### src/rtl/multicycle_control_pkg.sv
// Shared types, opcodes and decode helpers for the multicycle control FSM
// and the datapath_control interface.
// Optional feature macro: CONTROL_TRAP_ILLEGAL_EN (adds the HALT state).
package datapath_control_types;

  typedef enum logic [1:0] {ALU_X_ZERO, ALU_X_RS1, ALU_X_PC} alu_x_t;
  typedef enum logic {ALU_Y_RS2, ALU_Y_IMMED} alu_y_t;
  typedef enum logic {MEM_ADDR_PC, MEM_ADDR_ALU} mem_addr_t;
  typedef enum logic [1:0] {RF_D_ALU, RF_D_MEM, RF_D_PC4} regfile_d_t;

  // Encoded to match funct3[1:0] of loads and stores.
  typedef enum logic [1:0] {
    MW_BYTE = 2'd0,
    MW_HALF = 2'd1,
    MW_WORD = 2'd2
  } mem_width_t;

  // Compare ops produce their result in alu_w[0].
  typedef enum logic [3:0] {
    ALU_ADD, ALU_SUB, ALU_SLL, ALU_SLT, ALU_SLTU, ALU_XOR, ALU_SRL, ALU_SRA,
    ALU_OR, ALU_AND, ALU_EQ, ALU_NE, ALU_LT, ALU_GE, ALU_LTU, ALU_GEU
  } alu_op_t;

`ifdef CONTROL_TRAP_ILLEGAL_EN
  typedef enum logic [2:0] {
    S_IDLE, S_FETCH, S_DECODE, S_EXEC, S_MEM, S_BRANCH, S_HALT
  } control_state_t;
`else
  typedef enum logic [2:0] {
    S_IDLE, S_FETCH, S_DECODE, S_EXEC, S_MEM, S_BRANCH
  } control_state_t;
`endif

  localparam logic [6:0] OPC_LUI    = 7'b0110111;
  localparam logic [6:0] OPC_AUIPC  = 7'b0010111;
  localparam logic [6:0] OPC_JAL    = 7'b1101111;
  localparam logic [6:0] OPC_JALR   = 7'b1100111;
  localparam logic [6:0] OPC_BRANCH = 7'b1100011;
  localparam logic [6:0] OPC_LOAD   = 7'b0000011;
  localparam logic [6:0] OPC_STORE  = 7'b0100011;
  localparam logic [6:0] OPC_OP_IMM = 7'b0010011;
  localparam logic [6:0] OPC_OP     = 7'b0110011;

  // addi x0,x0,0
  localparam logic [31:0] NOP_INSTR = 32'h0000_0013;

  // Register/immediate arithmetic; alt selects SUB/SRA.
  function automatic alu_op_t arith_op(input logic [2:0] funct3, input logic alt);
    case (funct3)
      3'b000:  arith_op = alt ? ALU_SUB : ALU_ADD;
      3'b001:  arith_op = ALU_SLL;
      3'b010:  arith_op = ALU_SLT;
      3'b011:  arith_op = ALU_SLTU;
      3'b100:  arith_op = ALU_XOR;
      3'b101:  arith_op = alt ? ALU_SRA : ALU_SRL;
      3'b110:  arith_op = ALU_OR;
      default: arith_op = ALU_AND;
    endcase
  endfunction

  function automatic alu_op_t branch_op(input logic [2:0] funct3);
    case (funct3)
      3'b000:  branch_op = ALU_EQ;
      3'b001:  branch_op = ALU_NE;
      3'b100:  branch_op = ALU_LT;
      3'b101:  branch_op = ALU_GE;
      3'b110:  branch_op = ALU_LTU;
      default: branch_op = ALU_GEU;
    endcase
  endfunction

  // True for opcodes/funct3 combinations this core implements.
  function automatic logic instr_legal(input logic [6:0] opcode, input logic [2:0] funct3);
    case (opcode)
      OPC_LUI, OPC_AUIPC, OPC_JAL, OPC_OP, OPC_OP_IMM: instr_legal = 1'b1;
      OPC_JALR:   instr_legal = (funct3 == 3'b000);
      OPC_BRANCH: instr_legal = (funct3 != 3'b010) && (funct3 != 3'b011);
      OPC_LOAD:   instr_legal = (funct3 != 3'b011) && (funct3 != 3'b110) && (funct3 != 3'b111);
      OPC_STORE:  instr_legal = (funct3 <= 3'b010);
      default:    instr_legal = 1'b0;
    endcase
  endfunction

endpackage

### src/rtl/datapath_control.sv
// Control/datapath link: the control side drives selects, ALU op, register
// file and memory controls; the datapath returns memory read data and the
// ALU result.
interface datapath_control;
  import datapath_control_types::*;

  logic [31:0] pc;
  logic [31:0] immed;
  logic [4:0]  rs1;
  logic [4:0]  rs2;
  logic [4:0]  rd;
  alu_op_t     alu_op;
  alu_x_t      alu_x;
  alu_y_t      alu_y;
  mem_addr_t   mem_addr;
  logic        mem_valid;
  logic        mem_we;
  mem_width_t  mem_width;
  logic        mem_signed;
  logic        regfile_we;
  regfile_d_t  regfile_d;
  logic [31:0] mem_rd;
  logic [31:0] alu_w;

  modport control (
    output pc, immed, rs1, rs2, rd, alu_op, alu_x, alu_y, mem_addr,
           mem_valid, mem_we, mem_width, mem_signed, regfile_we, regfile_d,
    input  mem_rd, alu_w
  );

  modport datapath (
    input  pc, immed, rs1, rs2, rd, alu_op, alu_x, alu_y, mem_addr,
           mem_valid, mem_we, mem_width, mem_signed, regfile_we, regfile_d,
    output mem_rd, alu_w
  );
endinterface

### src/rtl/multicycle_control_immed_decoder.sv
// RV32I immediate decoder: picks the I/S/B/U/J format from the opcode and
// returns the sign-extended 32-bit immediate (zero for R-type/unknown).
module immed_decoder
  import datapath_control_types::*;
(
  input  logic [31:0] ir,
  output logic [31:0] immed
);

  // Format select by opcode.
  always_comb begin
    immed = 32'h0;
    case (ir[6:0])
      OPC_OP_IMM, OPC_LOAD, OPC_JALR:
        immed = {{20{ir[31]}}, ir[31:20]};
      OPC_STORE:
        immed = {{20{ir[31]}}, ir[31:25], ir[11:7]};
      OPC_BRANCH:
        immed = {{19{ir[31]}}, ir[31], ir[7], ir[30:25], ir[11:8], 1'b0};
      OPC_LUI, OPC_AUIPC:
        immed = {ir[31:12], 12'h000};
      OPC_JAL:
        immed = {{11{ir[31]}}, ir[31], ir[19:12], ir[20], ir[30:21], 1'b0};
      default:
        immed = 32'h0;
    endcase
  end

endmodule

### src/rtl/multicycle_control.sv
// Multi-cycle RV32I control FSM: fetches into IR, decodes, and sequences the
// datapath through EXEC/MEM/BRANCH. Owns the architectural PC.
// Optional feature macro: CONTROL_TRAP_ILLEGAL_EN -- when defined, illegal
// instructions park the FSM in HALT with illegal=1; otherwise they run as NOP.
module multicycle_control
  import datapath_control_types::*;
#(
  parameter logic [31:0] RESET_PC = 32'h0000_0000
) (
  input  logic             clk,
  input  logic             rst_n,
  datapath_control.control dp,
  input  logic             mem_ready,
  output logic             illegal
);

  control_state_t state_reg;
  logic [31:0]    pc_reg;
  logic [31:0]    ir_reg;
  logic [31:0]    immed_w;
  logic [31:0]    pc_plus4;
  logic [6:0]     opcode;
  logic [2:0]     funct3;
  logic           instr_ok;
  logic           is_mem_op;

  assign opcode    = ir_reg[6:0];
  assign funct3    = ir_reg[14:12];
  assign pc_plus4  = pc_reg + 32'd4;
  assign instr_ok  = instr_legal(opcode, funct3);
  assign is_mem_op = (opcode == OPC_LOAD) || (opcode == OPC_STORE);

  immed_decoder u_immed (
    .ir    (ir_reg),
    .immed (immed_w)
  );

`ifdef CONTROL_TRAP_ILLEGAL_EN
  logic illegal_reg;
  assign illegal = illegal_reg;
`else
  assign illegal = 1'b0;
`endif

  // State, PC and IR sequencing.
  always_ff @(posedge clk or negedge rst_n) begin
    if (!rst_n) begin
      state_reg <= S_IDLE;
      pc_reg    <= RESET_PC;
      ir_reg    <= NOP_INSTR;
`ifdef CONTROL_TRAP_ILLEGAL_EN
      illegal_reg <= 1'b0;
`endif
    end else begin
      case (state_reg)
        S_IDLE: state_reg <= S_FETCH;
        S_FETCH: begin
          if (mem_ready) begin
            ir_reg    <= dp.mem_rd;
            state_reg <= S_DECODE;
          end
        end
        S_DECODE: begin
          if (!instr_ok) begin
`ifdef CONTROL_TRAP_ILLEGAL_EN
            state_reg   <= S_HALT;
            illegal_reg <= 1'b1;
`else
            state_reg <= S_EXEC;
`endif
          end else if (is_mem_op) begin
            state_reg <= S_MEM;
          end else begin
            state_reg <= S_EXEC;
          end
        end
        S_EXEC: begin
          if (instr_ok && opcode == OPC_BRANCH && dp.alu_w[0]) begin
            // Taken: the target is computed in BRANCH, pc stays put.
            state_reg <= S_BRANCH;
          end else begin
            state_reg <= S_FETCH;
            if (instr_ok && opcode == OPC_JAL)
              pc_reg <= dp.alu_w;
            else if (instr_ok && opcode == OPC_JALR)
              pc_reg <= dp.alu_w & ~32'h1;
            else
              pc_reg <= pc_plus4;
          end
        end
        S_MEM: begin
          if (mem_ready) begin
            pc_reg    <= pc_plus4;
            state_reg <= S_FETCH;
          end
        end
        S_BRANCH: begin
          pc_reg    <= dp.alu_w;
          state_reg <= S_FETCH;
        end
`ifdef CONTROL_TRAP_ILLEGAL_EN
        S_HALT: state_reg <= S_HALT;
`endif
        default: state_reg <= S_IDLE;
      endcase
    end
  end

  // Datapath controls decoded from state and IR.
  always_comb begin
    dp.pc         = pc_reg;
    dp.immed      = immed_w;
    dp.rs1        = ir_reg[19:15];
    dp.rs2        = ir_reg[24:20];
    dp.rd         = ir_reg[11:7];
    dp.alu_op     = ALU_ADD;
    dp.alu_x      = ALU_X_PC;
    dp.alu_y      = ALU_Y_IMMED;
    dp.mem_addr   = MEM_ADDR_PC;
    dp.mem_valid  = 1'b0;
    dp.mem_we     = 1'b0;
    dp.mem_width  = MW_WORD;
    dp.mem_signed = 1'b0;
    dp.regfile_we = 1'b0;
    dp.regfile_d  = RF_D_ALU;
    case (state_reg)
      S_FETCH: dp.mem_valid = 1'b1;
      S_EXEC: begin
        if (instr_ok) begin
          case (opcode)
            OPC_OP: begin
              dp.alu_x      = ALU_X_RS1;
              dp.alu_y      = ALU_Y_RS2;
              dp.alu_op     = arith_op(funct3, ir_reg[30]);
              dp.regfile_we = 1'b1;
            end
            OPC_OP_IMM: begin
              // Bit 30 is part of the immediate except for SRAI.
              dp.alu_x      = ALU_X_RS1;
              dp.alu_op     = arith_op(funct3, ir_reg[30] && funct3 == 3'b101);
              dp.regfile_we = 1'b1;
            end
            OPC_LUI: begin
              dp.alu_x      = ALU_X_ZERO;
              dp.regfile_we = 1'b1;
            end
            OPC_AUIPC: dp.regfile_we = 1'b1;
            OPC_JAL: begin
              dp.regfile_d  = RF_D_PC4;
              dp.regfile_we = 1'b1;
            end
            OPC_JALR: begin
              dp.alu_x      = ALU_X_RS1;
              dp.regfile_d  = RF_D_PC4;
              dp.regfile_we = 1'b1;
            end
            OPC_BRANCH: begin
              dp.alu_x  = ALU_X_RS1;
              dp.alu_y  = ALU_Y_RS2;
              dp.alu_op = branch_op(funct3);
            end
            default: ;
          endcase
        end
      end
      S_MEM: begin
        dp.alu_x      = ALU_X_RS1;
        dp.mem_addr   = MEM_ADDR_ALU;
        dp.mem_valid  = 1'b1;
        dp.mem_width  = mem_width_t'(funct3[1:0]);
        dp.mem_signed = ~funct3[2];
        dp.mem_we     = (opcode == OPC_STORE);
        if (opcode == OPC_LOAD && mem_ready) begin
          dp.regfile_d  = RF_D_MEM;
          dp.regfile_we = 1'b1;
        end
      end
      default: ;
    endcase
    if (ir_reg[11:7] == 5'd0)
      dp.regfile_we = 1'b0;
  end

endmodule

### src/flat_wrapper.sv
// flat-port wrapper written by rule: the top's interface ports become plain ports
module multicycle_control_flat import datapath_control_types::*;
#(
  parameter logic [31:0] RESET_PC = 32'h0000_0000
)
  (clk, rst_n, mem_ready, illegal, dp_pc, dp_immed, dp_rs1, dp_rs2, dp_rd, dp_alu_op, dp_alu_x, dp_alu_y, dp_mem_addr, dp_mem_valid, dp_mem_we, dp_mem_width, dp_mem_signed, dp_regfile_we, dp_regfile_d, dp_mem_rd, dp_alu_w);
  datapath_control dp_i ();
  input  logic clk;
  input  logic rst_n;
  input  logic mem_ready;
  output logic illegal;
  output wire logic [$bits(dp_i.pc)-1:0] dp_pc;
  output wire logic [$bits(dp_i.immed)-1:0] dp_immed;
  output wire logic [$bits(dp_i.rs1)-1:0] dp_rs1;
  output wire logic [$bits(dp_i.rs2)-1:0] dp_rs2;
  output wire logic [$bits(dp_i.rd)-1:0] dp_rd;
  output wire logic [$bits(dp_i.alu_op)-1:0] dp_alu_op;
  output wire logic [$bits(dp_i.alu_x)-1:0] dp_alu_x;
  output wire logic [$bits(dp_i.alu_y)-1:0] dp_alu_y;
  output wire logic [$bits(dp_i.mem_addr)-1:0] dp_mem_addr;
  output wire logic [$bits(dp_i.mem_valid)-1:0] dp_mem_valid;
  output wire logic [$bits(dp_i.mem_we)-1:0] dp_mem_we;
  output wire logic [$bits(dp_i.mem_width)-1:0] dp_mem_width;
  output wire logic [$bits(dp_i.mem_signed)-1:0] dp_mem_signed;
  output wire logic [$bits(dp_i.regfile_we)-1:0] dp_regfile_we;
  output wire logic [$bits(dp_i.regfile_d)-1:0] dp_regfile_d;
  input wire logic [$bits(dp_i.mem_rd)-1:0] dp_mem_rd;
  input wire logic [$bits(dp_i.alu_w)-1:0] dp_alu_w;
  assign dp_pc = dp_i.pc;
  assign dp_immed = dp_i.immed;
  assign dp_rs1 = dp_i.rs1;
  assign dp_rs2 = dp_i.rs2;
  assign dp_rd = dp_i.rd;
  assign dp_alu_op = dp_i.alu_op;
  assign dp_alu_x = dp_i.alu_x;
  assign dp_alu_y = dp_i.alu_y;
  assign dp_mem_addr = dp_i.mem_addr;
  assign dp_mem_valid = dp_i.mem_valid;
  assign dp_mem_we = dp_i.mem_we;
  assign dp_mem_width = dp_i.mem_width;
  assign dp_mem_signed = dp_i.mem_signed;
  assign dp_regfile_we = dp_i.regfile_we;
  assign dp_regfile_d = dp_i.regfile_d;
  assign dp_i.mem_rd = dp_mem_rd;
  assign dp_i.alu_w = dp_alu_w;
  multicycle_control #(.RESET_PC(RESET_PC)) u_core (.clk(clk), .rst_n(rst_n), .dp(dp_i), .mem_ready(mem_ready), .illegal(illegal));
endmodule
### config.mk
export PLATFORM = sky130hd
export DESIGN_NAME = multicycle_control_flat
export DESIGN_NICKNAME = d
export VERILOG_FILES = /design/src/rtl/multicycle_control_pkg.sv /design/src/rtl/datapath_control.sv /design/src/rtl/multicycle_control_immed_decoder.sv /design/src/rtl/multicycle_control.sv /design/src/flat_wrapper.sv
export SDC_FILE = /design/constraint.sdc
export NUM_CORES = 1
export LEC_CHECK = 0
export ABC_CLOCK_PERIOD_IN_PS = 4850
export CAP_MARGIN = 0
export CORE_MARGIN = 2
export CORE_UTILIZATION = 50
export CTS_CLUSTER_DIAMETER = 60
export DETAILED_ROUTE_END_ITERATION = 16
export DONT_BUFFER_PORTS = 1
export SLEW_MARGIN = 20
export SYNTH_ARGS = -nofsm -noshare
export SYNTH_HDL_FRONTEND = slang
export SYNTH_HIERARCHICAL = 1
export SYNTH_SLANG_ARGS = --single-unit
### constraint.sdc
create_clock -name clk -period 4.85 [get_ports clk]
set_input_delay 0.485 -clock clk [delete_from_list [all_inputs] [get_ports clk]]
set_output_delay 0.485 -clock clk [all_outputs]
set_load 0.01 [all_outputs]
==> impl_results.html, run 1 <==
<table>
<tr><th>Metric</th><th>Value</th></tr>
<tr><th colspan="2">Synth</th></tr>
<tr><td>Average cell area after synthesis</td><td>between 10 and 15 um^2</td></tr>
<tr><td>Primary FF master, synth</td><td>dfrtp_1</td></tr>
<tr><td>Sequential element share of the synthesized area</td><td>0.331</td></tr>
<tr><td>Synthesized Nets</td><td>569</td></tr>
<tr><td>Top-area cell type share of the netlist area</td><td>0.316</td></tr>
<tr><td>Synthesis Warnings</td><td>6</td></tr>
<tr><td>Top cell types by occurrence after synthesis</td><td>64 x dfrtp_1, 33 x mux2_2, 33 x o21ai_0, 31 x nand3_1, 23 x nor2_1</td></tr>
<tr><td>Main area contributors after synthesis</td><td>dfrtp_1 32%, mux2_2 7.3%, a2bb2oi_2 6.5%</td></tr>
<tr><td>Syn Std Cell Area</td><td>around 5000 um^2</td></tr>
<tr><td>Proportion of register bits with asynchronous set or reset after synthesis</td><td>1.00</td></tr>
<tr><td>Library cell occupying the most area in the post-synthesis netlist</td><td>dfrtp_1</td></tr>
<tr><td>Dominant cell by count in the synthesized netlist</td><td>dfrtp_1</td></tr>
<tr><td>Distinct cell type count of the synthesized netlist</td><td>75</td></tr>
<tr><td>Cells after Synth</td><td>roughly 500</td></tr>
<tr><td>Number of synthesized flops with an enable pin</td><td>0</td></tr>
<tr><td>Synthesized flop and latch total</td><td>67</td></tr>
<tr><th colspan="2">Clocking</th></tr>
<tr><td>Maximum level of the CTS H-tree</td><td>3</td></tr>
<tr><td>Clock buffers created by TritonCTS</td><td>9</td></tr>
<tr><td>Root buffer cell</td><td>clkbuf_8</td></tr>
<tr><td>CTS tree</td><td>built</td></tr>
<tr><td>Buffers from clock root to sink, at most</td><td>2</td></tr>
<tr><td>Number of sinks handled by clock tree synthesis</td><td>67</td></tr>
<tr><td>Clock-pin slew on the worst setup and hold paths</td><td>roughly 0.070 ns</td></tr>
<tr><td>Number of buffers inserted to repair setup after CTS</td><td>0</td></tr>
<tr><td>Latest clock arrival within the worst-skew pair</td><td>~0.36 ns</td></tr>
<tr><th colspan="2">Placement</th></tr>
<tr><td>IO Port Bufs</td><td>0</td></tr>
<tr><td>Placed instance area</td><td>4900 um^2</td></tr>
<tr><td>HPWL reported at the end of detailed placement</td><td>9240 um</td></tr>
<tr><td>Gp weighted congestion</td><td>0.873</td></tr>
<tr><th colspan="2">Floorplanning</th></tr>
<tr><td>Row Count</td><td>36</td></tr>
<tr><td>Count of boundary I/O pins</td><td>roughly 160</td></tr>
<tr><td>CORE AREA</td><td>roughly 10000 um^2</td></tr>
<tr><td>Die width</td><td>105 um</td></tr>
<tr><td>Die Height</td><td>105 um</td></tr>
<tr><td>Die area</td><td>between 10000 and 15000 um^2</td></tr>
<tr><td>Initial core utilization</td><td>0.517</td></tr>
<tr><th colspan="2">Global routing</th></tr>
<tr><td>Initial antenna violation count</td><td>0</td></tr>
<tr><td>Wire length of the first global-routing pass</td><td>approximately 21000 um</td></tr>
<tr><td>Overall fraction of global-route tracks in use</td><td>0.242</td></tr>
<tr><td>Total congestion overflow</td><td>0</td></tr>
<tr><td>Via count of the first global-routing pass</td><td>3987</td></tr>
<tr><td>Pin count of the biggest net entering global routing</td><td>approximately 70</td></tr>
<tr><th colspan="2">STA</th></tr>
<tr><td>Worst slew margin relative to its limit</td><td>0.404</td></tr>
<tr><td>Worst slew pin tran</td><td>just under 0.9 ns</td></tr>
<tr><td>Peak Freq</td><td>roughly 310 MHz</td></tr>
<tr><td>Worst Hold Margin</td><td>0.245 ns</td></tr>
<tr><td>Setup TNS Final</td><td>0 ns</td></tr>
<tr><td>Total setup violations reported at the end of the flow</td><td>0</td></tr>
<tr><td>Crit path time final</td><td>around 3.2 ns</td></tr>
<tr><td>Fin. Hold Viols</td><td>0</td></tr>
<tr><td>Part of the cycle the worst path needs</td><td>0.659</td></tr>
<tr><td>Post-Route Skew</td><td>about 0.0080 ns</td></tr>
<tr><td>Final max-slew violation count</td><td>0</td></tr>
<tr><td>Unrepaired setup endpoints after global routing</td><td>no</td></tr>
<tr><th colspan="2">Min path</th></tr>
<tr><td>Hold Path Class</td><td>in -&gt; reg</td></tr>
<tr><td>Origin of the worst min-delay path</td><td>dp_mem_rd[5]</td></tr>
<tr><th colspan="2">Setup path</th></tr>
<tr><td>CP Data Arrival Time</td><td>approximately 2.7 ns</td></tr>
<tr><td>Origin of the worst setup path</td><td>u_core/state_reg[2]$_DFFE_PN0P_</td></tr>
<tr><td>R2R Path Start</td><td>u_core/ir_reg[4]$_DFFE_PN1P_</td></tr>
<tr><td>CP Class</td><td>reg -&gt; out</td></tr>
<tr><td>Capturing element type of the critical path</td><td>output pin</td></tr>
<tr><td>Largest fanout of any net on the critical path</td><td>11</td></tr>
<tr><td>Worst Path Required</td><td>approximately 4.4 ns</td></tr>
<tr><td>Worst setup SP type</td><td>flip-flop</td></tr>
<tr><th colspan="2">Status</th></tr>
<tr><td>Run status</td><td>finished clean</td></tr>
<tr><th colspan="2">Finish</th></tr>
<tr><td>Net total in the final layout</td><td>about 530</td></tr>
<tr><td>Final instance area</td><td>a little over 5000 um^2</td></tr>
<tr><td>Area growth, synth to finish</td><td>1.23%</td></tr>
<tr><td>Final-layout fill cell count</td><td>slightly above 900</td></tr>
<tr><td>Util after Layout</td><td>0.523</td></tr>
<tr><td>Layout cells sized above 1</td><td>0.290</td></tr>
<tr><td>Number of antenna diodes</td><td>0</td></tr>
<tr><th colspan="2">Detailed routing</th></tr>
<tr><td>Wire length per cell after detailed routing</td><td>~22 um</td></tr>
<tr><td>Detailed-route via count</td><td>about 4100</td></tr>
<tr><td>Post-route DRC violation count</td><td>0</td></tr>
<tr><td>First-iteration detailed-routing DRC count</td><td>210</td></tr>
<tr><td>Iteration count of the initial detailed-routing pass</td><td>6</td></tr>
<tr><td>Routed vias/inst</td><td>about 6.7</td></tr>
<tr><td>Wire length after detailed routing</td><td>13400 um</td></tr>
<tr><td>Antenna violation net count after detailed routing</td><td>0</td></tr>
<tr><th colspan="2">Power</th></tr>
<tr><td>Leakage power total</td><td>1.88 nW</td></tr>
<tr><td>Max VDD drop</td><td>~270 uV</td></tr>
<tr><td>Total Power Consumption</td><td>slightly below 0.003 W</td></tr>
<tr><td>Pwr/cell area</td><td>576 nW/um^2</td></tr>
<tr><th colspan="2">Flow run</th></tr>
<tr><td>Reported max-cap violation count</td><td>0</td></tr>
</table>
==> worst max-delay path, stage by stage, from the launching register on <==
cell     delay [ns]
dfrtp_1        0.59
or3b_4         0.48
inv_1          0.21
nand3_1        0.13
nor3b_1        0.51
a21oi_1        0.15
a21oi_1        0.29
==> stage by stage <==
step	worst slack, ns	instances
final	1.65	602
after global routing	1.35	602
after CTS	1.60	601
after detailed placement	1.74	584
after global placement	1.84	584
after floorplan	2.51	501
==> worst paths after layout <==
path                                                 end  depth (start not counted)  slack [ns]
max                                        dp_regfile_we                          6        1.65
min                         u_core/ir_reg[5]$_DFFE_PN0P_                          2        0.24
min in group asynchronous   u_core/dp.pc[18]$_DFFE_PN0P_                          2        0.68
max in group asynchronous   u_core/ir_reg[4]$_DFFE_PN1P_                          2        3.82
min reg2reg                u_core/ir_reg[28]$_DFFE_PN0P_                          1        0.53
max reg2reg                 u_core/dp.pc[14]$_DFFE_PN0P_                          6        1.74
==> cell families after synthesis <==
kind of cell | after synthesis | synth area share
AND/OR/NAND/NOR | 159 | 0.191
buffers and inverters | 69 | 0.0881
other | 1 | 0.000739
flip-flops | 67 | 0.331
multiplexers | 41 | 0.0893
adder cells (fa/ha/maj) | 1 | 0.00247
XOR/XNOR | 2 | 0.00345
AO/OA/AOI/OAI | 161 | 0.294
==> where the power goes <==
| group | internal [W] | switching [W] |
|---|---|---|
| Combinational | 0.000504 | 0.000605 |
| Clock | 0.000249 | 0.000227 |
| Sequential | 0.000825 | 0.000549 |
==> metal layers <==
| metal | wire, um | GRT usage | vias up |
|---|---|---|---|
| li1 | - | - | 1851 |
| met1 | 5280 | 0.283 | 2034 |
| met2 | 6650 | 0.407 | 153 |
| met3 | 1220 | 0.0911 | 21 |
| met4 | 226 | 0.0857 | 0 |
| met5 | 0 | 0 | - |
==> what timing repair did <==
| item | in CTS | in global routing |
|---|---|---|
| hold buffers | 1 | 1 |
| resized for setup | 0 | 0 |
| endpoints found under the hold margin | 67 | 3 |
==> layout by cell type, fill, tap and decap left out, types with 8 or more instances in the layout <==
cell type  instances
nand4_1           15
a21o_2             8
o21ai_0           33
mux2_2            33
inv_1             12
nand3_1           31
dfrtp_1           64
o22ai_1           14
clkbuf_8          10
a221oi_2          21
nor2_1            23
a2bb2oi_2         22
nand2_1           20
==> area by class of cell <==
class,instances,area (um^2),share of cell area
inverter,12,45.0,0.00877
multi-input combinational,365,2960,0.576
timing repair buffer,9,90.1,0.0175
tap,133,166,0.0324
clock buffer,11,141,0.0275
sequential,67,1680,0.327
clock inverter,5,52.6,0.0102
No activity file was read; power rests on OpenSTA's default activity.
==> run 2, diff against run 1 <==
Settings changed: ABC_CLOCK_PERIOD_IN_PS 4850 to 2550, PLACE_DENSITY set to 0.68.
Clock period 4.85 ns to 2.55 ns, I/O delays scaled along.
==> impl_results.html, run 2 (synthesis results as in run 1) <==
<table>
<tr><th>Metric</th><th>Value</th></tr>
<tr><th colspan="2">Status</th></tr>
<tr><td>Run status</td><td>finished clean</td></tr>
<tr><th colspan="2">Global routing</th></tr>
<tr><td>Wire length of the first global-routing pass</td><td>around 21000 um</td></tr>
<tr><td>Total congestion overflow</td><td>0</td></tr>
<tr><td>Via count of the first global-routing pass</td><td>4101</td></tr>
<tr><td>Met3 capacity usage during global routing</td><td>0.0655</td></tr>
<tr><td>Global route hottest layer</td><td>met2</td></tr>
<tr><td>Initial antenna violation count</td><td>0</td></tr>
<tr><td>Met2 routing resource usage after global routing</td><td>0.394</td></tr>
<tr><td>Met1 Resource Use GR</td><td>0.307</td></tr>
<tr><td>Pin count of the biggest net entering global routing</td><td>between 60 and 70</td></tr>
<tr><td>Overall fraction of global-route tracks in use</td><td>0.239</td></tr>
<tr><th colspan="2">Setup path</th></tr>
<tr><td>Logic depth of the worst register-to-register path</td><td>6</td></tr>
<tr><td>Ordered cell list for the critical path</td><td>and4bb_4 -&gt; nand4_2 -&gt; a41oi_2 -&gt; a21oi_2 -&gt; a21oi_1 -&gt; buf_4</td></tr>
<tr><td>CP Data Arrival Time</td><td>between 2 and 2.5 ns</td></tr>
<tr><td>Capturing element type of the critical path</td><td>output pin</td></tr>
<tr><td>CP Class</td><td>reg -&gt; out</td></tr>
<tr><td>Slowest cell delay on critical path</td><td>about 0.59 ns</td></tr>
<tr><td>Worst setup SP type</td><td>flip-flop</td></tr>
<tr><td>Largest fanout of any net on the critical path</td><td>8</td></tr>
<tr><td>Register-to-register setup slack</td><td>between 0.2 and 0.3 ns</td></tr>
<tr><td>Crit path capture</td><td>dp_regfile_we</td></tr>
<tr><td>Origin of the worst setup path</td><td>u_core/ir_reg[1]$_DFFE_PN1P_</td></tr>
<tr><td>Cell with the biggest individual delay on the critical path</td><td>dfstp_2</td></tr>
<tr><td>Worst Path Required</td><td>between 2 and 2.5 ns</td></tr>
<tr><td>FF-to-FF End</td><td>u_core/dp.pc[9]$_DFFE_PN0P_</td></tr>
<tr><td>R2R Path Start</td><td>u_core/ir_reg[4]$_DFFE_PN1P_</td></tr>
<tr><th colspan="2">Floorplanning</th></tr>
<tr><td>Count of boundary I/O pins</td><td>between 150 and 200</td></tr>
<tr><td>Row Count</td><td>36</td></tr>
<tr><td>Die Height</td><td>105 um</td></tr>
<tr><td>Initial core utilization</td><td>0.517</td></tr>
<tr><td>CORE AREA</td><td>around 9800 um^2</td></tr>
<tr><td>Die area</td><td>around 11000 um^2</td></tr>
<tr><td>Die width</td><td>around 100 um</td></tr>
<tr><th colspan="2">Placement</th></tr>
<tr><td>HPWL reported at the end of detailed placement</td><td>9300 um</td></tr>
<tr><td>IO Port Bufs</td><td>0</td></tr>
<tr><td>Gp weighted congestion</td><td>~0.89</td></tr>
<tr><td>Cell total after placement</td><td>about 600</td></tr>
<tr><td>Place WS</td><td>~0.30 ns</td></tr>
<tr><th colspan="2">Finish</th></tr>
<tr><td>Final cell count without fillers</td><td>between 600 and 700</td></tr>
<tr><td>Final-layout fill cell count</td><td>about 900</td></tr>
<tr><td>Net total in the final layout</td><td>550</td></tr>
<tr><td>Storage cell area</td><td>between 1500 and 2000 um^2</td></tr>
<tr><td>Layout cells sized above 1</td><td>0.323</td></tr>
<tr><td>Commonest non-fill, non-tap cell in the layout</td><td>dfrtp_1</td></tr>
<tr><td>Commonest cells after routing, fill and taps aside</td><td>63 x dfrtp_1, 33 x o21ai_0, 33 x mux2_2</td></tr>
<tr><td>Multi-input gate area in the final layout</td><td>2980 um^2</td></tr>
<tr><td>Number of antenna diodes</td><td>0</td></tr>
<tr><td>Area growth, synth to finish</td><td>3.87%</td></tr>
<tr><td>Util after Layout</td><td>0.537</td></tr>
<tr><th colspan="2">STA</th></tr>
<tr><td>Final worst setup slack</td><td>between 0.09 and 0.1 ns</td></tr>
<tr><td>Part of the cycle the worst path needs</td><td>0.961</td></tr>
<tr><td>Total setup violations reported at the end of the flow</td><td>0</td></tr>
<tr><td>Worst slew margin relative to its limit</td><td>0.599</td></tr>
<tr><td>Unrepaired setup endpoints after global routing</td><td>no</td></tr>
<tr><td>Final max-slew violation count</td><td>0</td></tr>
<tr><td>Crit path time final</td><td>approximately 2.5 ns</td></tr>
<tr><td>Fin. Hold Viols</td><td>0</td></tr>
<tr><td>Peak Freq</td><td>slightly above 400 MHz</td></tr>
<tr><td>Post-Route Skew</td><td>around 0.0067 ns</td></tr>
<tr><td>Setup TNS Final</td><td>0 ns</td></tr>
<tr><td>Worst slew pin tran</td><td>approximately 0.60 ns</td></tr>
<tr><th colspan="2">Clocking</th></tr>
<tr><td>Root buffer cell</td><td>clkbuf_8</td></tr>
<tr><td>Maximum level of the CTS H-tree</td><td>3</td></tr>
<tr><td>Clock buffers created by TritonCTS</td><td>9</td></tr>
<tr><td>CTS tree</td><td>built</td></tr>
<tr><td>Number of sinks handled by clock tree synthesis</td><td>67</td></tr>
<tr><td>Clock-pin slew on the worst setup and hold paths</td><td>~0.070 ns</td></tr>
<tr><td>Latest clock arrival within the worst-skew pair</td><td>about 0.34 ns</td></tr>
<tr><td>Buffers from clock root to sink, at most</td><td>2</td></tr>
<tr><th colspan="2">Detailed routing</th></tr>
<tr><td>First-iteration detailed-routing DRC count</td><td>around 260</td></tr>
<tr><td>Wire length per cell after detailed routing</td><td>roughly 22 um</td></tr>
<tr><td>Iteration count of the initial detailed-routing pass</td><td>7</td></tr>
<tr><td>Wire length after detailed routing</td><td>approximately 13000 um</td></tr>
<tr><td>Routed vias/inst</td><td>6.74</td></tr>
<tr><td>Post-route DRC violation count</td><td>0</td></tr>
<tr><td>Antenna violation net count after detailed routing</td><td>0</td></tr>
<tr><td>Detailed-route via count</td><td>4173</td></tr>
<tr><th colspan="2">Power</th></tr>
<tr><td>Leakage power total</td><td>slightly below 2 nW</td></tr>
<tr><td>Max VDD drop</td><td>577 uV</td></tr>
<tr><td>Pwr/cell area</td><td>around 1100 nW/um^2</td></tr>
<tr><th colspan="2">Flow run</th></tr>
<tr><td>Reported max-cap violation count</td><td>0</td></tr>
<tr><th colspan="2">Min path</th></tr>
<tr><td>Hold Path Class</td><td>in -&gt; reg</td></tr>
</table>
-- run 2: cell types whose count changed in the layout (fill, tap and decap cells not counted), sizes merged --
cell,before,now
buf,8,26
bufinv,1,0
clkbuf,11,12
clkinvlp,1,0
-- run 2: worst min-delay path by stage --
stage	startpoint	to	slack, ns	depth (start not counted)
floorplan	rst_n	u_core/dp.pc[0]$_DFFE_PN0P_	-0.04	0
global placement	rst_n	u_core/dp.pc[1]$_DFFE_PN0P_	-0.04	0
detailed placement	rst_n	u_core/dp.pc[11]$_DFFE_PN0P_	-0.04	0
CTS	dp_alu_w[0]	u_core/dp.pc[0]$_DFFE_PN0P_	0.03	1
global route	dp_alu_w[0]	u_core/dp.pc[0]$_DFFE_PN0P_	0.03	1
finish	dp_alu_w[0]	u_core/dp.pc[0]$_DFFE_PN0P_	0.06	1
-- run 2: metal layers --
metal | vias up | routed length (um) | part of all wire
met1 | 2094 | 5460 | 0.41
li1 | 1886 | - | -
met5 | - | 0 | 0
met4 | 0 | 153 | 0.011
met3 | 10 | 1120 | 0.084
met2 | 183 | 6590 | 0.49
-- run 2: power breakdown --
| group | internal (W) | switching, W |
|---|---|---|
| clock | 0.000370 | 0.000406 |
| combinational | 0.00105 | 0.00125 |
| sequential | 0.00157 | 0.000988 |
-- run 2: repair_timing --
item	in CTS	in global routing
endpoints found under the hold margin	67	0
gates resized for setup	2	3
setup buffers	0	0
hold buffers	2	0
setup endpoints to repair	1	1
-- run 2: metrics by stage --
stage	power, W	area [um^2]	hold slack [ns]
after floorplan	0.00442	5070	-0.0406
after global placement	0.00474	5050	-0.0381
after detailed placement	0.00483	5050	-0.0372
after CTS	0.00564	5260	0.0346
after global routing	0.00599	5270	0.0324
final	0.00564	5270	0.0567
-- run 2: area by class of cell --
class                           count  share of cell area
Clock buffer                       12              0.0275
Multi-Input combinational cell    365               0.565
Sequential cell                    67               0.319
Tap cell                          133              0.0316
Timing Repair Buffer               27              0.0451
Clock inverter                      3             0.00285
Inverter                           12             0.00855
-- run 2: worst max-delay path: cells and delay by family, from the launching register on --
family | cells | cell delay (ns)
simple gates | 2 | 0.52
flops | 1 | 0.59
buf+inv | 1 | 0.14
compound gates | 3 | 0.60
==> run 3, diff against run 2 <==
Settings changed: ABC_CLOCK_PERIOD_IN_PS 2550 to 2400, CORE_MARGIN 2 to not set, HOLD_SLACK_MARGIN set to 0.08, PLACE_DENSITY 0.68 to not set.
Clock period 2.55 ns to 2.4 ns, I/O delays scaled along.
==> impl_results.html, run 3 (synthesis results as in run 1) <==
<table>
<tr><th>Metric</th><th>Value</th></tr>
<tr><th colspan="2">Status</th></tr>
<tr><td>Run status</td><td>finished clean</td></tr>
<tr><th colspan="2">STA</th></tr>
<tr><td>Part of the cycle the worst path needs</td><td>0.983</td></tr>
<tr><td>Worst slew margin relative to its limit</td><td>0.617</td></tr>
<tr><td>Final worst setup slack</td><td>around 0.041 ns</td></tr>
<tr><td>Unrepaired setup endpoints after global routing</td><td>yes</td></tr>
<tr><td>Final max-slew violation count</td><td>0</td></tr>
<tr><td>Post-Route Skew</td><td>about 0.013 ns</td></tr>
<tr><td>Total setup violations reported at the end of the flow</td><td>0</td></tr>
<tr><td>Fin. Hold Viols</td><td>0</td></tr>
<tr><td>Crit path time final</td><td>approximately 2.4 ns</td></tr>
<tr><td>Peak Freq</td><td>between 400 and 500 MHz</td></tr>
<tr><td>Worst slew pin tran</td><td>between 0.5 and 0.6 ns</td></tr>
<tr><th colspan="2">Power</th></tr>
<tr><td>Pwr/cell area</td><td>roughly 1100 nW/um^2</td></tr>
<tr><td>Combinational fraction of design power</td><td>0.426</td></tr>
<tr><td>Leakage power total</td><td>2.20 nW</td></tr>
<tr><td>P_int</td><td>~0.0036 W</td></tr>
<tr><td>Clk network pwr share</td><td>0.167</td></tr>
<tr><td>Max VDD drop</td><td>660 uV</td></tr>
<tr><td>Total net switching power</td><td>a little under 0.003 W</td></tr>
<tr><td>Sequential share of power</td><td>0.407</td></tr>
<tr><td>Switching power share of the total</td><td>0.451</td></tr>
<tr><td>Total Power Consumption</td><td>~0.0065 W</td></tr>
<tr><th colspan="2">Setup path</th></tr>
<tr><td>Worst setup SP type</td><td>flip-flop</td></tr>
<tr><td>Capturing element type of the critical path</td><td>output pin</td></tr>
<tr><td>Largest fanout of any net on the critical path</td><td>10</td></tr>
<tr><td>CP Data Arrival Time</td><td>~2.1 ns</td></tr>
<tr><td>CP Class</td><td>reg -&gt; out</td></tr>
<tr><td>Register-to-register setup slack</td><td>0.14 ns</td></tr>
<tr><td>Critical path depth in cells</td><td>6</td></tr>
<tr><td>Top cell by count, worst path</td><td>a21oi_1</td></tr>
<tr><td>FF-to-FF End</td><td>u_core/dp.pc[9]$_DFFE_PN0P_</td></tr>
<tr><td>Worst Path Required</td><td>roughly 2.2 ns</td></tr>
<tr><td>Buf/Inv on CP</td><td>1</td></tr>
<tr><td>Largest delay share family, worst path</td><td>compound AO/OA/AOI/OAI gates</td></tr>
<tr><td>Ordered cell list for the critical path</td><td>and3b_2 -&gt; o211ai_2 -&gt; a41oi_4 -&gt; a21oi_1 -&gt; a21oi_1 -&gt; buf_4</td></tr>
<tr><td>R2R Path Start</td><td>u_core/ir_reg[1]$_DFFE_PN1P_</td></tr>
<tr><td>Logic depth of the worst register-to-register path</td><td>6</td></tr>
<tr><td>Slowest cell delay on critical path</td><td>0.61 ns</td></tr>
<tr><td>Cell with the biggest individual delay on the critical path</td><td>dfstp_2</td></tr>
<tr><th colspan="2">Clocking</th></tr>
<tr><td>Root buffer cell</td><td>clkbuf_8</td></tr>
<tr><td>Maximum level of the CTS H-tree</td><td>3</td></tr>
<tr><td>Clock-pin slew on the worst setup and hold paths</td><td>~0.08 ns</td></tr>
<tr><td>Buffers from clock root to sink, at most</td><td>2</td></tr>
<tr><td>Latest clock arrival within the worst-skew pair</td><td>about 0.35 ns</td></tr>
<tr><td>CTS tree</td><td>built</td></tr>
<tr><td>Number of sinks handled by clock tree synthesis</td><td>67</td></tr>
<tr><td>Clock buffers created by TritonCTS</td><td>9</td></tr>
<tr><th colspan="2">Placement</th></tr>
<tr><td>HPWL reported at the end of detailed placement</td><td>between 9000 and 10000 um</td></tr>
<tr><td>Gp weighted congestion</td><td>between 0.8 and 0.9</td></tr>
<tr><td>Place WS</td><td>around 0.13 ns</td></tr>
<tr><td>IO Port Bufs</td><td>0</td></tr>
<tr><th colspan="2">Finish</th></tr>
<tr><td>Layout cells sized above 1</td><td>0.329</td></tr>
<tr><td>Area growth, synth to finish</td><td>14.8%</td></tr>
<tr><td>Util after Layout</td><td>0.593</td></tr>
<tr><td>Final-layout fill cell count</td><td>~890</td></tr>
<tr><td>Commonest non-fill, non-tap cell in the layout</td><td>dfrtp_1</td></tr>
<tr><td>Net total in the final layout</td><td>595</td></tr>
<tr><td>Commonest cells after routing, fill and taps aside</td><td>61 x dfrtp_1, 35 x dlygate4sd3_1, 33 x buf_4, 33 x mux2_2</td></tr>
<tr><td>Number of antenna diodes</td><td>0</td></tr>
<tr><th colspan="2">Detailed routing</th></tr>
<tr><td>Wire length after detailed routing</td><td>between 10000 and 15000 um</td></tr>
<tr><td>Post-route DRC violation count</td><td>0</td></tr>
<tr><td>Detail Route met3 WL</td><td>~940 um</td></tr>
<tr><td>Wire length on met2</td><td>between 7000 and 8000 um</td></tr>
<tr><td>Wire length per cell after detailed routing</td><td>between 20 and 25 um</td></tr>
<tr><td>Routed vias/inst</td><td>6.47</td></tr>
<tr><td>Highest metal layer with signal wires</td><td>met4</td></tr>
<tr><td>Metal-1 WL</td><td>between 5000 and 6000 um</td></tr>
<tr><td>Iteration count of the initial detailed-routing pass</td><td>4</td></tr>
<tr><td>Antenna violation net count after detailed routing</td><td>0</td></tr>
<tr><td>Detailed-route via count</td><td>roughly 4300</td></tr>
<tr><td>First-iteration detailed-routing DRC count</td><td>between 150 and 200</td></tr>
<tr><th colspan="2">Floorplanning</th></tr>
<tr><td>Row Count</td><td>36</td></tr>
<tr><td>CORE AREA</td><td>approximately 9800 um^2</td></tr>
<tr><td>Die Height</td><td>approximately 100 um</td></tr>
<tr><td>Initial core utilization</td><td>0.517</td></tr>
<tr><td>Die width</td><td>about 100 um</td></tr>
<tr><td>Die area</td><td>~11000 um^2</td></tr>
<tr><td>Count of boundary I/O pins</td><td>163</td></tr>
<tr><th colspan="2">Min path</th></tr>
<tr><td>Origin of the worst min-delay path</td><td>dp_alu_w[17]</td></tr>
<tr><td>Hold Path Class</td><td>in -&gt; reg</td></tr>
<tr><td>Hold path cells</td><td>2</td></tr>
<tr><td>Min-Delay Endpoint</td><td>u_core/dp.pc[17]$_DFFE_PN0P_</td></tr>
<tr><th colspan="2">Global routing</th></tr>
<tr><td>Overall fraction of global-route tracks in use</td><td>0.263</td></tr>
<tr><td>Pin count of the biggest net entering global routing</td><td>68</td></tr>
<tr><td>Initial antenna violation count</td><td>0</td></tr>
<tr><td>Wire length of the first global-routing pass</td><td>about 21000 um</td></tr>
<tr><td>Total congestion overflow</td><td>0</td></tr>
<tr><td>Via count of the first global-routing pass</td><td>between 4000 and 5000</td></tr>
<tr><th colspan="2">Flow run</th></tr>
<tr><td>Reported max-cap violation count</td><td>0</td></tr>
</table>
==> run 3: cell types whose count changed in the layout (fill, tap and decap cells not counted), sizes merged <==
cell / before / now
bufinv: 0 / 2
dlygate4sd3: 1 / 35
buf: 26 / 37
clkbuf: 12 / 10
clkinv: 3 / 2
clkinvlp: 0 / 2
==> run 3: metal layers <==
metal	track usage	vias to the layer above
li1	-	1984
met1	0.315	2156
met2	0.471	152
met3	0.0671	12
met4	0.0604	0
met5	0	-
==> run 3: final cells by class <==
class | count | area [um^2] | share of cell area
clock inverter | 6 | 88.8 | 0.0153
timing repair buffer | 72 | 686 | 0.118
clock buffer | 10 | 138 | 0.0236
multi-input combinational | 365 | 3010 | 0.518
sequential | 67 | 1680 | 0.289
tap | 133 | 166 | 0.0286
inverter | 12 | 45.0 | 0.00774
==> run 3: through the flow <==
step                setup TNS, ns  area [um^2]  std cells  hold WS, ns
floorplan                       0         5070        501      -0.0556
global placement                0         5130        609      -0.0538
detailed placement              0         5130        609      -0.0538
CTS                      -0.00260         5780        662       0.0973
global route              -0.0577         5820        665        0.109
finish                          0         5820        665        0.111
==> run 3: how the worst max path moves through the flow <==
stage                                    startpoint                           end  slack, ns
floorplan           u_core/state_reg[0]$_DFFE_PN0P_                 dp_regfile_we       0.31
global placement       u_core/ir_reg[1]$_DFFE_PN1P_                 dp_regfile_we       0.21
detailed placement     u_core/ir_reg[4]$_DFFE_PN1P_  u_core/dp.pc[24]$_DFFE_PN0P_       0.13
CTS                   u_core/ir_reg[13]$_DFFE_PN0P_                  dp_alu_op[2]     -0.003
global route           u_core/ir_reg[4]$_DFFE_PN1P_                 dp_regfile_we      -0.06
finish                 u_core/ir_reg[4]$_DFFE_PN1P_                 dp_regfile_we       0.04
==> run 3: what timing repair did <==
action                                 4_1_cts  5_1_grt
setup endpoints to repair                    7       21
cloned                                       0        0
setup buffers                                1        3
hold buffers                                36        0
resized for setup                            8        6
pin swaps                                    1        2
endpoints found under the hold margin      101        0
==> run 3: power by group through the flow <==
stage / combinational, W / clock, W / sequential (W)
final: 0.00276 / 0.00108 / 0.00264
after global routing: 0.00298 / 0.00116 / 0.00275
after CTS: 0.00268 / 0.00111 / 0.00263
after detailed placement: 0.00256 / 0 / 0.00265
after global placement: 0.00252 / 0 / 0.00262
after floorplan: 0.00236 / 0 / 0.00233
